<file path="config.mk">
export PLATFORM = sky130hd
export DESIGN_NAME = alu_sequencer
export DESIGN_NICKNAME = d
export VERILOG_FILES = /design/src/rtl/alu_sequencer.sv
export SDC_FILE = /design/constraint.sdc
export NUM_CORES = 1
export LEC_CHECK = 0
export BUFFER_PORTS_ARGS = -buffer_cell sky130_fd_sc_hd__buf_2
export CELL_PAD_IN_SITES_DETAIL_PLACEMENT = 0
export CELL_PAD_IN_SITES_GLOBAL_PLACEMENT = 2
export CORE_ASPECT_RATIO = 0.8
export CORE_MARGIN = 2
export CORE_UTILIZATION = 27
export DETAILED_ROUTE_END_ITERATION = 8
export GPL_ROUTABILITY_DRIVEN = 0
export GPL_TIMING_DRIVEN = 0
export PLACE_DENSITY = 0.76
export SYNTH_ARGS = -nofsm -noshare
export SYNTH_HDL_FRONTEND = slang
export SYNTH_SLANG_ARGS = --single-unit
</file>
<file path="constraint.sdc">
create_clock -name clk -period 2.26 [get_ports clk]
set_input_delay 0.452 -clock clk [delete_from_list [all_inputs] [get_ports clk]]
set_output_delay 0.452 -clock clk [all_outputs]
set_load 0.02 [all_outputs]
</file>
<file path="src/rtl/alu_sequencer.sv">
// alu_sequencer: multi-cycle command sequencer that drives a shared combinational ALU.
// Optional macro ALU_SEQ_MUL_EN adds the shift-and-add MUL command (opcode 10).
module alu_sequencer (
  input  logic        clk,
  input  logic        rst,
  input  logic        req_valid,
  output logic        req_ready,
  input  logic [3:0]  req_op,
  input  logic [15:0] req_a,
  input  logic [15:0] req_b,
  output logic        rsp_valid,
  input  logic        rsp_ready,
  output logic [15:0] rsp_data,
  output logic        rsp_err,
  output logic [15:0] alu_a,
  output logic [15:0] alu_b,
  output logic [3:0]  alu_op,
  input  logic [15:0] alu_ans
);

  localparam int         DATA_W  = 16;
  localparam logic [3:0] OP_ADD  = 4'd0;
  localparam logic [3:0] OP_SLL1 = 4'd6;
  localparam logic [3:0] OP_SRA1 = 4'd7;
  localparam logic [3:0] OP_SLLN = 4'd8;
  localparam logic [3:0] OP_SRAN = 4'd9;
  localparam logic [3:0] OP_MUL  = 4'd10;

  typedef enum logic [1:0] {IDLE, EXEC, DONE} state_t;

  state_t            state, state_nxt;
  logic [3:0]        cmd;
  logic [DATA_W-1:0] w;      // working register: A, shift value or MUL accumulator
  logic [DATA_W-1:0] opb;    // B operand, or the shifting multiplicand for MUL
  logic [DATA_W-1:0] w_nxt;
  logic [4:0]        cnt;    // EXEC cycles remaining, including the current one
`ifdef ALU_SEQ_MUL_EN
  logic [DATA_W-1:0] q;
`endif

  function automatic logic op_legal(input logic [3:0] op);
`ifdef ALU_SEQ_MUL_EN
    return (op <= OP_MUL);
`else
    return (op <= OP_SRAN);
`endif
  endfunction

  // A zero shift count still spends one EXEC cycle passing A through the adder.
  function automatic logic [4:0] op_iters(input logic [3:0] op, input logic [3:0] shamt);
    if (op == OP_SLLN || op == OP_SRAN)
      return (shamt == 4'd0) ? 5'd1 : {1'b0, shamt};
    if (op == OP_MUL)
      return 5'd16;
    return 5'd1;
  endfunction

  always_ff @(posedge clk) begin
    if (rst) state <= IDLE;
    else     state <= state_nxt;
  end

  always_comb begin
    state_nxt = state;
    req_ready = 1'b0;
    rsp_valid = 1'b0;
    alu_a     = '0;
    alu_b     = '0;
    alu_op    = OP_ADD;
    case (state)
      IDLE: begin
        req_ready = 1'b1;
        if (req_valid) state_nxt = op_legal(req_op) ? EXEC : DONE;
      end
      EXEC: begin
        if (cnt == 5'd1) state_nxt = DONE;
        case (cmd)
          OP_SLLN, OP_SRAN: begin
            alu_a = w;
            if (opb[3:0] == 4'd0) alu_op = OP_ADD;
            else                  alu_op = (cmd == OP_SLLN) ? OP_SLL1 : OP_SRA1;
          end
`ifdef ALU_SEQ_MUL_EN
          OP_MUL: begin
            alu_a  = w;
            alu_b  = opb;
            alu_op = OP_ADD;
          end
`endif
          default: begin
            alu_a  = w;
            alu_b  = opb;
            alu_op = cmd;
          end
        endcase
      end
      DONE: begin
        rsp_valid = 1'b1;
        if (rsp_ready) state_nxt = IDLE;
      end
      default: state_nxt = IDLE;
    endcase
  end

  always_comb begin
    w_nxt = alu_ans;
`ifdef ALU_SEQ_MUL_EN
    if (cmd == OP_MUL && !q[0]) w_nxt = w;
`endif
  end

  always_ff @(posedge clk) begin
    if (rst) begin
      cmd      <= '0;
      w        <= '0;
      opb      <= '0;
      cnt      <= '0;
      rsp_data <= '0;
      rsp_err  <= 1'b0;
`ifdef ALU_SEQ_MUL_EN
      q        <= '0;
`endif
    end else begin
      case (state)
        IDLE: begin
          if (req_valid) begin
            cmd      <= req_op;
            w        <= req_a;
            opb      <= req_b;
            cnt      <= op_iters(req_op, req_b[3:0]);
            rsp_data <= '0;
            rsp_err  <= !op_legal(req_op);
`ifdef ALU_SEQ_MUL_EN
            if (req_op == OP_MUL) begin
              w   <= '0;
              opb <= req_a;
              q   <= req_b;
            end
`endif
          end
        end
        EXEC: begin
          cnt <= cnt - 5'd1;
          w   <= w_nxt;
`ifdef ALU_SEQ_MUL_EN
          if (cmd == OP_MUL) begin
            opb <= opb << 1;
            q   <= q >> 1;
          end
`endif
          if (cnt == 5'd1) rsp_data <= w_nxt;
        end
        default: ;
      endcase
    end
  end

endmodule

</file>
==> results.md, run 1 <==
- The startpoint kind of the worst setup timing path is a register.
- A synthesized cell averages 7.95 um^2.
- In the synthesized netlist the async set-or-reset flop fraction comes to 0%.
- The share of the clock period used by the worst path is 95.8%.
- The first-pass GRT wire length is between 15,000 and 20,000 um.
- The final count of negative-setup-slack endpoints is 0.
- Setup repair after global routing left no endpoint under its margin.
- The leading register cell type out of synthesis is dfxtp_1.
- Summed over all layers, the global routing overflow is 0.
- For this design, the slowest cell found on the critical path is or4_4.
- The worst supply voltage drop on vdd is 294 uV.
- After filler insertion, the fill cell instance count of the layout stands at 1,166.
- The leading cell type in the layout, fill and taps excluded is buf_2.
- After detailed routing, the average wire length per cell comes to ~15 um.
- Global routing used 16.7% of the available tracks.
- The largest total area in the synthesized netlist belongs to dfxtp_1.
- CTS placed an instance of clkbuf_16 at the clock tree root.
- The number of synthesized register bits is 60.
- The number of antenna violations at the first check in global routing came to 0.
- The cell class contributing the biggest share of worst-path delay is simple AND/OR/NAND/NOR gates.
- In this run switching power makes up between 20% and 30% of total power.
- The max-cap violation count is 0.
- The number of enable-type register cells in the synthesized netlist is 0.
- The count of input and output buffers is ~110.
- The number of cells in the design after placement is 627.
- The clock tree from TritonCTS is built.
- The number of nets handed over by synthesis was 432.
- The net switching power is 0.890 mW.
- The clock passes through at most 2 buffers.
- The summed instance area of the synthesized netlist is 0.00297 mm^2.
- After technology mapping, the gate count stands at 374.
- TritonCTS created 9 clock buffers.
- The later pin in the worst-skew pair is clocked with a latency of ~0.32 ns.
- The final number of hold-violating endpoints is 0.
- The routed layout has just over 3,000 vias.
- The buffers plus inverters on the worst setup path is 1.
- The clock drives 60 sinks.
- In this run, the number of DRC markers left after iteration 0 of detailed routing was 186.
- The internal portion of total power is 2.36 mW.
- The signal on the critical path passes through or4_4 > o311a_1 > buf_2.
- The final critical-path setup slack is 0.0954 ns.
- Summed over all layers, the routed wires come to just under 10,000 um.
- The die is 121 um wide.
- Summing the sequential cell areas from Yosys gives approximately two fifths of the chip area.
- The number of global-route vias before repair was between 2,000 and 3,000.
- The data arrival time at the worst-slack endpoint is 1.71 ns.
- The minimum clock period after layout is 2.16 ns.
- The final antenna diode count is 0.
- The final standard cell count with taps included and fillers excluded is 643.
- The netlist uses 45 different library cells.
- The largest single stage delay on the critical path is ~0.56 ns.
- Sorting the synthesized cells by area gives the leading types as dfxtp_1 40%, nand2_1 7.8%, and2_1 6.9%.
- The critical-path maximum fanout is 3.
- The total number of nets in the final design is approximately 550.
- Hold repair after CTS inserted 0 buffers.
- The starting utilization of the core area is around 28%.
- The run finished with clean final reports.
- The detailed placer's ending HPWL is 7420 um.
- The headroom to the max-slew limit is roughly half.
- The Yosys warning count is 0.
- The area fraction of the dominant cell type after synthesis is 40.4%.
- The final number of max-transition violations is 0.
- The maximum operating frequency is 462 MHz.
- In this run the worst hold path is classified as in2reg.
- Data on the critical path is required at its endpoint by 1.81 ns.
- Per report_power, the clock group accounts for 46.0% of the total.
- The floorplan step set the die height to 97.9 um.
- The die covers 0.0119 mm^2.
- The power density normalized to cell area is roughly 800 mW/mm^2.
- After detailed routing, the number of vias per cell comes to between 4 and 5.
- The pin slew with the least headroom to its limit is 0.728 ns.
- In this run the core area contains 34 standard-cell rows.
- Of the total power, registers draw 36.5%.
- After detailed routing, the number of remaining DRC violations is 0.
- STA classifies the critical path endpoint as an output port.
- Clock-pin slew was measured on the worst setup and hold paths at 0.06 ns.
- The core occupancy in the finished layout is between 30% and 40%.
- The maximum number of pins on one net before global-route repair is 12.
- The share of cells above drive strength 1 is 32.3%.
- The first detailed-routing pass took 5 iterations.
- The proportion of power drawn by combinational gates is ~18%.
- In the layout the commonest cells are 117 x buf_2, 62 x nand2_1, 60 x dfxtp_1.
- 111 I/O pins were placed.
- The clock tree synthesis step divided the H-tree into 3 levels.
- The number of nets with antenna violations after routing is 0.
- The synthesis-to-finish area growth is 36.6%.
- The placement-stage worst setup slack is -0.256 ns.
- The worst hold slack across all endpoints is 0.367 ns.
- The critical path is of the reg2out type.
- The area of the placeable core is 0.0108 mm^2.
- The static leakage is 1.74 nW.
- For the final database, setup skew stands at 0.00712 ns.
-- flip-flops by register name, summed over array words and instances, names as in the netlist --
register	count
opb	16
rsp_data	16
w	16
cnt	5
cmd	4
state	2
rsp_err	1
-- synth_stat cells, types with 3 or more instances --
cell      number
nand2_1       62
dfxtp_1       60
a21oi_1       34
and2_1        33
nand2b_1      23
nor2_1        22
clkbuf_1      19
o21ai_0       13
nand4b_1      11
or3b_2        11
a31oi_1       10
nand3_1       10
nor3_1        10
a311oi_1       7
buf_2          6
inv_1          4
buf_1          3
nor2b_1        3
-- final cells by class --
class	count	area (um^2)	share of cell area [%]
Inverter	4	15.0	0.370
Buffer	32	151	3.73
Clock buffer	10	239	5.88
Timing Repair Buffer	110	553	13.6
Multi-Input combinational cell	277	1640	40.3
Clock inverter	6	87.6	2.16
Sequential cell	60	1200	29.6
Tap cell	144	180	4.43
-- per-layer routing --
metal / share of wire [%] / global-route usage [%] / vias up
li1: - / - / 1527
met1: 52 / 25.3 / 1418
met2: 43 / 23.3 / 65
met3: 4.9 / 3.27 / 6
met4: 0.99 / 5.92 / 0
met5: 0 / 0 / -
-- worst paths after layout --
check | cells past startpoint | startpoint | end | slack, ns
worst max-delay path | 3 | opb[0]$_SDFFE_PP0P_ | alu_op[0] | 0.1
worst min-delay path | 3 | req_b[14] | opb[14]$_SDFFE_PP0P_ | 0.37
worst max register to register | 5 | state[0]$_SDFFE_PP0P_ | w[8]$_SDFFE_PP0P_ | 0.38
worst min register to register | 2 | opb[10]$_SDFFE_PP0P_ | opb[10]$_SDFFE_PP0P_ | 0.45
-- worst min-delay path, cell delays in order --
cell and delay [ns]:
buf_2 0.10, nand2_1 0.05, a21oi_1 0.05
-- power groups by stage --
stage	Sequential [mW]	Clock [mW]	Combinational, mW
floorplan	1.20	0	0.360
global placement	1.20	0	0.554
detailed placement	1.20	0	0.560
CTS	1.18	1.53	0.571
global route	1.19	1.58	0.637
finish	1.18	1.49	0.569
-- cell families (layout without fill, tap and decap cells) --
| family | Yosys count | after routing | synth area share [%] |
|---|---|---|---|
| buf+inv | 37 | 162 | 5.60 |
| flops | 60 | 60 | 40.4 |
| mux | 3 | 3 | 1.22 |
| compound gates | 73 | 73 | 15.2 |
| fa+ha+maj | 2 | 2 | 0.841 |
| simple gates | 198 | 198 | 36.4 |
| xor+xnor | 1 | 1 | 0.295 |
-- per-stage QoR --
step / TNS, ns / total power [mW] / instance area, um^2
final: 0 / 3.25 / 4060
after global routing: 0 / 3.41 / 4060
after CTS: 0 / 3.28 / 4060
after detailed placement: -2.52 / 1.76 / 3700
after global placement: -2.55 / 1.76 / 3700
after floorplan: 0 / 1.56 / 2970
-- timing repair --
action | 4_1_cts | 5_1_grt
endpoints found under the setup margin | 36 | 13
resized for setup | 7 | 3
buffers inserted | 1 | 0
Note: power is estimated with default switching activity, not from simulation.
==> run 2, diff against run 1 <==
--- a/config.mk
+++ b/config.mk
@@ -6,7 +6,7 @@
 export NUM_CORES = 1
 export LEC_CHECK = 0
 export BUFFER_PORTS_ARGS = -buffer_cell sky130_fd_sc_hd__buf_2
-export CELL_PAD_IN_SITES_DETAIL_PLACEMENT = 0
+export CELL_PAD_IN_SITES_DETAIL_PLACEMENT = 1
 export CELL_PAD_IN_SITES_GLOBAL_PLACEMENT = 2
 export CORE_ASPECT_RATIO = 0.8
 export CORE_MARGIN = 2
==> run 2 against run 1 <==
  * Largest cell class unchanged
  * Die area stayed put
  * Highest routed layer unchanged
  * Critical path depth unchanged
  * Via count increased by 0.83%
  * Critical endpoint unchanged
  * Register-to-register slack lost 0.15 ns
  * Critical path type unchanged
  * Wire length increased by 5.3%
==> results.md, run 2 (synthesis results as in run 1) <==
- The placement-stage worst setup slack is -0.302 ns (-0.0465 ns).
- The final-layout setup total negative slack is 0 ns (unchanged).
- The endpoint of the lowest-slack register-to-register path is w[9]$_SDFFE_PP0P_.
- The worst supply voltage drop on vdd is 344 uV (+17%).
- The global-route usage over all layers is 17.4% (+0.71 points).
- The number of fill cells in the layout was 1,348 (+16%).
- The capture endpoint of the worst hold path is opb[12]$_SDFFE_PP0P_.
- The first-pass GRT wire length is 16,300 um (+5.9%).
- The detailed placer's ending HPWL was 7760 um (+4.6%).
- The total via count after detailed routing is 3,041 (+0.83%).
- The placed standard-cell area came to 0.00370 mm^2 (unchanged).
- The later-pin clock latency in the skew report is 0.32 ns (about the same).
- The number of buffers inserted during clock tree synthesis was 9 (unchanged).
- The library cells used most frequently in the layout, excluding fill and tap cells, are 117 x buf_2, 62 x nand2_1, 60 x dfxtp_1.
- The final count of negative-setup-slack endpoints is 0 (unchanged).
- The worst hold slack across all endpoints came to 0.363 ns (-0.00317 ns).
- The I/O pin count is 111 (unchanged).
- Setup repair after global routing left no endpoint under its margin.
- The first-pass detailed-route iteration total is 5 (unchanged).
- TritonCTS built the clock tree.
- The cell count of the worst reg-to-reg path was 5 (unchanged).
- The share of cells above drive strength 1 is 31.9% (-0.34 points).
- The final standard cell count with taps included and fillers excluded is 642 (-0.16%).
- The total DRC errors in the routed layout came to 0 (unchanged).
- The number of rows created at floorplan came to 34 (unchanged).
- The max-cap violation count is 0 (unchanged).
- The final number of max-transition violations is 0 (unchanged).
- The starting utilization of the core area is 27.5% (unchanged).
- The number of nets with antenna violations after routing is 0 (unchanged).
- The detailed-route vias per instance was 4.74 (+0.99%).
- The area of all placed cells without fillers is 0.00402 mm^2 (-1.1%).
- The clock-pin slew of the registers on the worst-case setup and hold paths is 0.05 ns (about the same).
- The tightest min-delay check is of the in2reg type.
- The hold path startpoint is req_b[12].
- The critical-path maximum fanout is 3 (unchanged).
- The headroom to the max-slew limit is 54.4% (+3.0 points).
- The beginning of the worst register-to-register path is state[0]$_SDFFE_PP0P_.
- The total detailed-routing wirelength is 10,200 um (+5.3%).
- The critical path is of the reg2out type.
- The number of cells on the worst hold path came to 3 (unchanged).
- Traced cell by cell, the critical path runs through or4_4 > o311a_1 > buf_2.
- The share of the clock period used by the worst path is 95.9% (+0.15 points).
- Among all stages on the critical path, the largest delay is contributed by or4_4.
- The clock skew after layout came to 0.00518 ns (-0.00194 ns).
- The critical path required time is 1.81 ns (about the same).
- The pin slew with the least headroom to its limit is 0.683 ns (-0.0452 ns).
- The final critical-path setup slack is 0.0920 ns (-0.00339 ns).
- The overall die height is 97.9 um (unchanged).
- The total number of nets in the final design is 551 (-0.18%).
- The startpoint kind of the worst setup timing path is a register.
- The power density normalized to cell area was 771 mW/mm^2 (-3.4%).
- The detailed-route wire length per cell is 16.0 um (+5.5%).
- The minimum clock period after layout came to 2.17 ns (+0.00339 ns).
- The number of cells in the design after placement is 627 (unchanged).
- The final antenna diode count came to 0 (unchanged).
- The sum of overflow across all layers after global routing is 0 (unchanged).
- The register-to-register setup slack is 0.23 ns (-0.15 ns).
- The library cell used as clock root buffer is clkbuf_16.
- The data arrival time at the worst-slack endpoint is 1.72 ns (about the same).
- The area growth from synthesis to layout is 35.1%.
- The final number of hold-violating endpoints is 0 (unchanged).
- The buffer levels on the longest clock path is 2 (unchanged).
- The peak per-stage delay on the critical path is 0.56 ns (about the same).
- The maximum operating frequency came to 461 MHz (-0.16%).
- The largest registers in the layout are opb: 16 flops, rsp_data: 16 flops, w: 16 flops.
- The static leakage is 1.72 nW (-0.73%).
- The leading cell type in the layout, fill and taps excluded is buf_2.
- The number of global-route vias before repair is 3,169 (+8.5%).
- The number of hold buffers added after cts came to 0 (unchanged).
- The area enclosed by the die boundary is 0.0119 mm^2 (unchanged).
- The number of levels in the clock H-tree is 3 (unchanged).
- The DRC marker count from the first detailed-route iteration is 130 (-30%).
- The flow ran to the end, and the final reports show no timing, DRC or antenna violations.
- The number of antenna violations at the first check in global routing was 0 (unchanged).
- The area of the placeable core is 0.0108 mm^2 (unchanged).
- The count of input and output buffers is 109 (unchanged).
- The core occupancy in the finished layout was 37.2% (-0.42 points).
- The TritonCTS sink count is 60 (unchanged).
- The endpoint kind of the worst setup timing path is an output port.
- The post-route total power is 3.10 mW (-4.5%).
- The overall die width was 121 um (unchanged).
- The maximum number of pins on one net before global-route repair came to 11 (-1).
[run 2: cell types whose count changed in the layout (fill, tap and decap cells not counted), sizes merged]
cell,delta
clkinv,+2
clkinvlp,-2
bufinv,-1
[run 2: critical path: cells and delay by family (launching register included)]
| family | cells | cell delay (ns) |
|---|---|---|
| DFF | 1 | 0.32 |
| buffers and inverters | 1 | 0.16 |
| and+or+nand+nor | 1 | 0.56 |
| AOI/OAI and AO/OA | 1 | 0.36 |
[run 2: final cells by class]
class	count	area, um^2	area share, %
Timing Repair Buffer	110	553	13.8
Multi-Input combinational cell	277	1640	40.7
Clock buffer	11	233	5.79
Clock inverter	5	52.6	1.31
Tap cell	144	180	4.48
Buffer	31	148	3.67
Sequential cell	60	1200	29.9
Inverter	4	15.0	0.374
[run 2: how the worst max path moves through the flow]
stage / startpoint / end / slack, ns / depth (start not counted)
floorplan: state[1]$_SDFFE_PP0P_ / alu_b[10] / 0.30 / 6
global placement: state[1]$_SDFFE_PP0P_ / alu_b[14] / -0.26 / 7
detailed placement: state[1]$_SDFFE_PP0P_ / alu_b[6] / -0.30 / 7
CTS: state[1]$_SDFFE_PP0P_ / alu_op[0] / 0.03 / 5
global route: state[1]$_SDFFE_PP0P_ / alu_b[14] / 0.004 / 6
finish: opb[0]$_SDFFE_PP0P_ / alu_op[0] / 0.09 / 3
[run 2: report_power, final]
| part | internal (mW) | total, mW | switching, mW |
|---|---|---|---|
| sequential | 1.14 | 1.19 | 0.0486 |
| clock | 0.848 | 1.34 | 0.493 |
| combinational | 0.225 | 0.572 | 0.347 |
| total | 2.21 | 3.10 | 0.889 |
[run 2: per-layer routing]
layer	vias to the layer above	routed length [um]	global-route usage, %
met4	0	65	4.07
met1	1445	5140	25.1
met2	75	4420	26.7
met5	-	0	0
li1	1517	-	-
met3	4	619	3.80
[run 2: timing repair]
item / in CTS / in global routing
setup buffers: 1 / 0
gates resized for setup: 7 / 3
setup endpoints to repair: 36 / 13
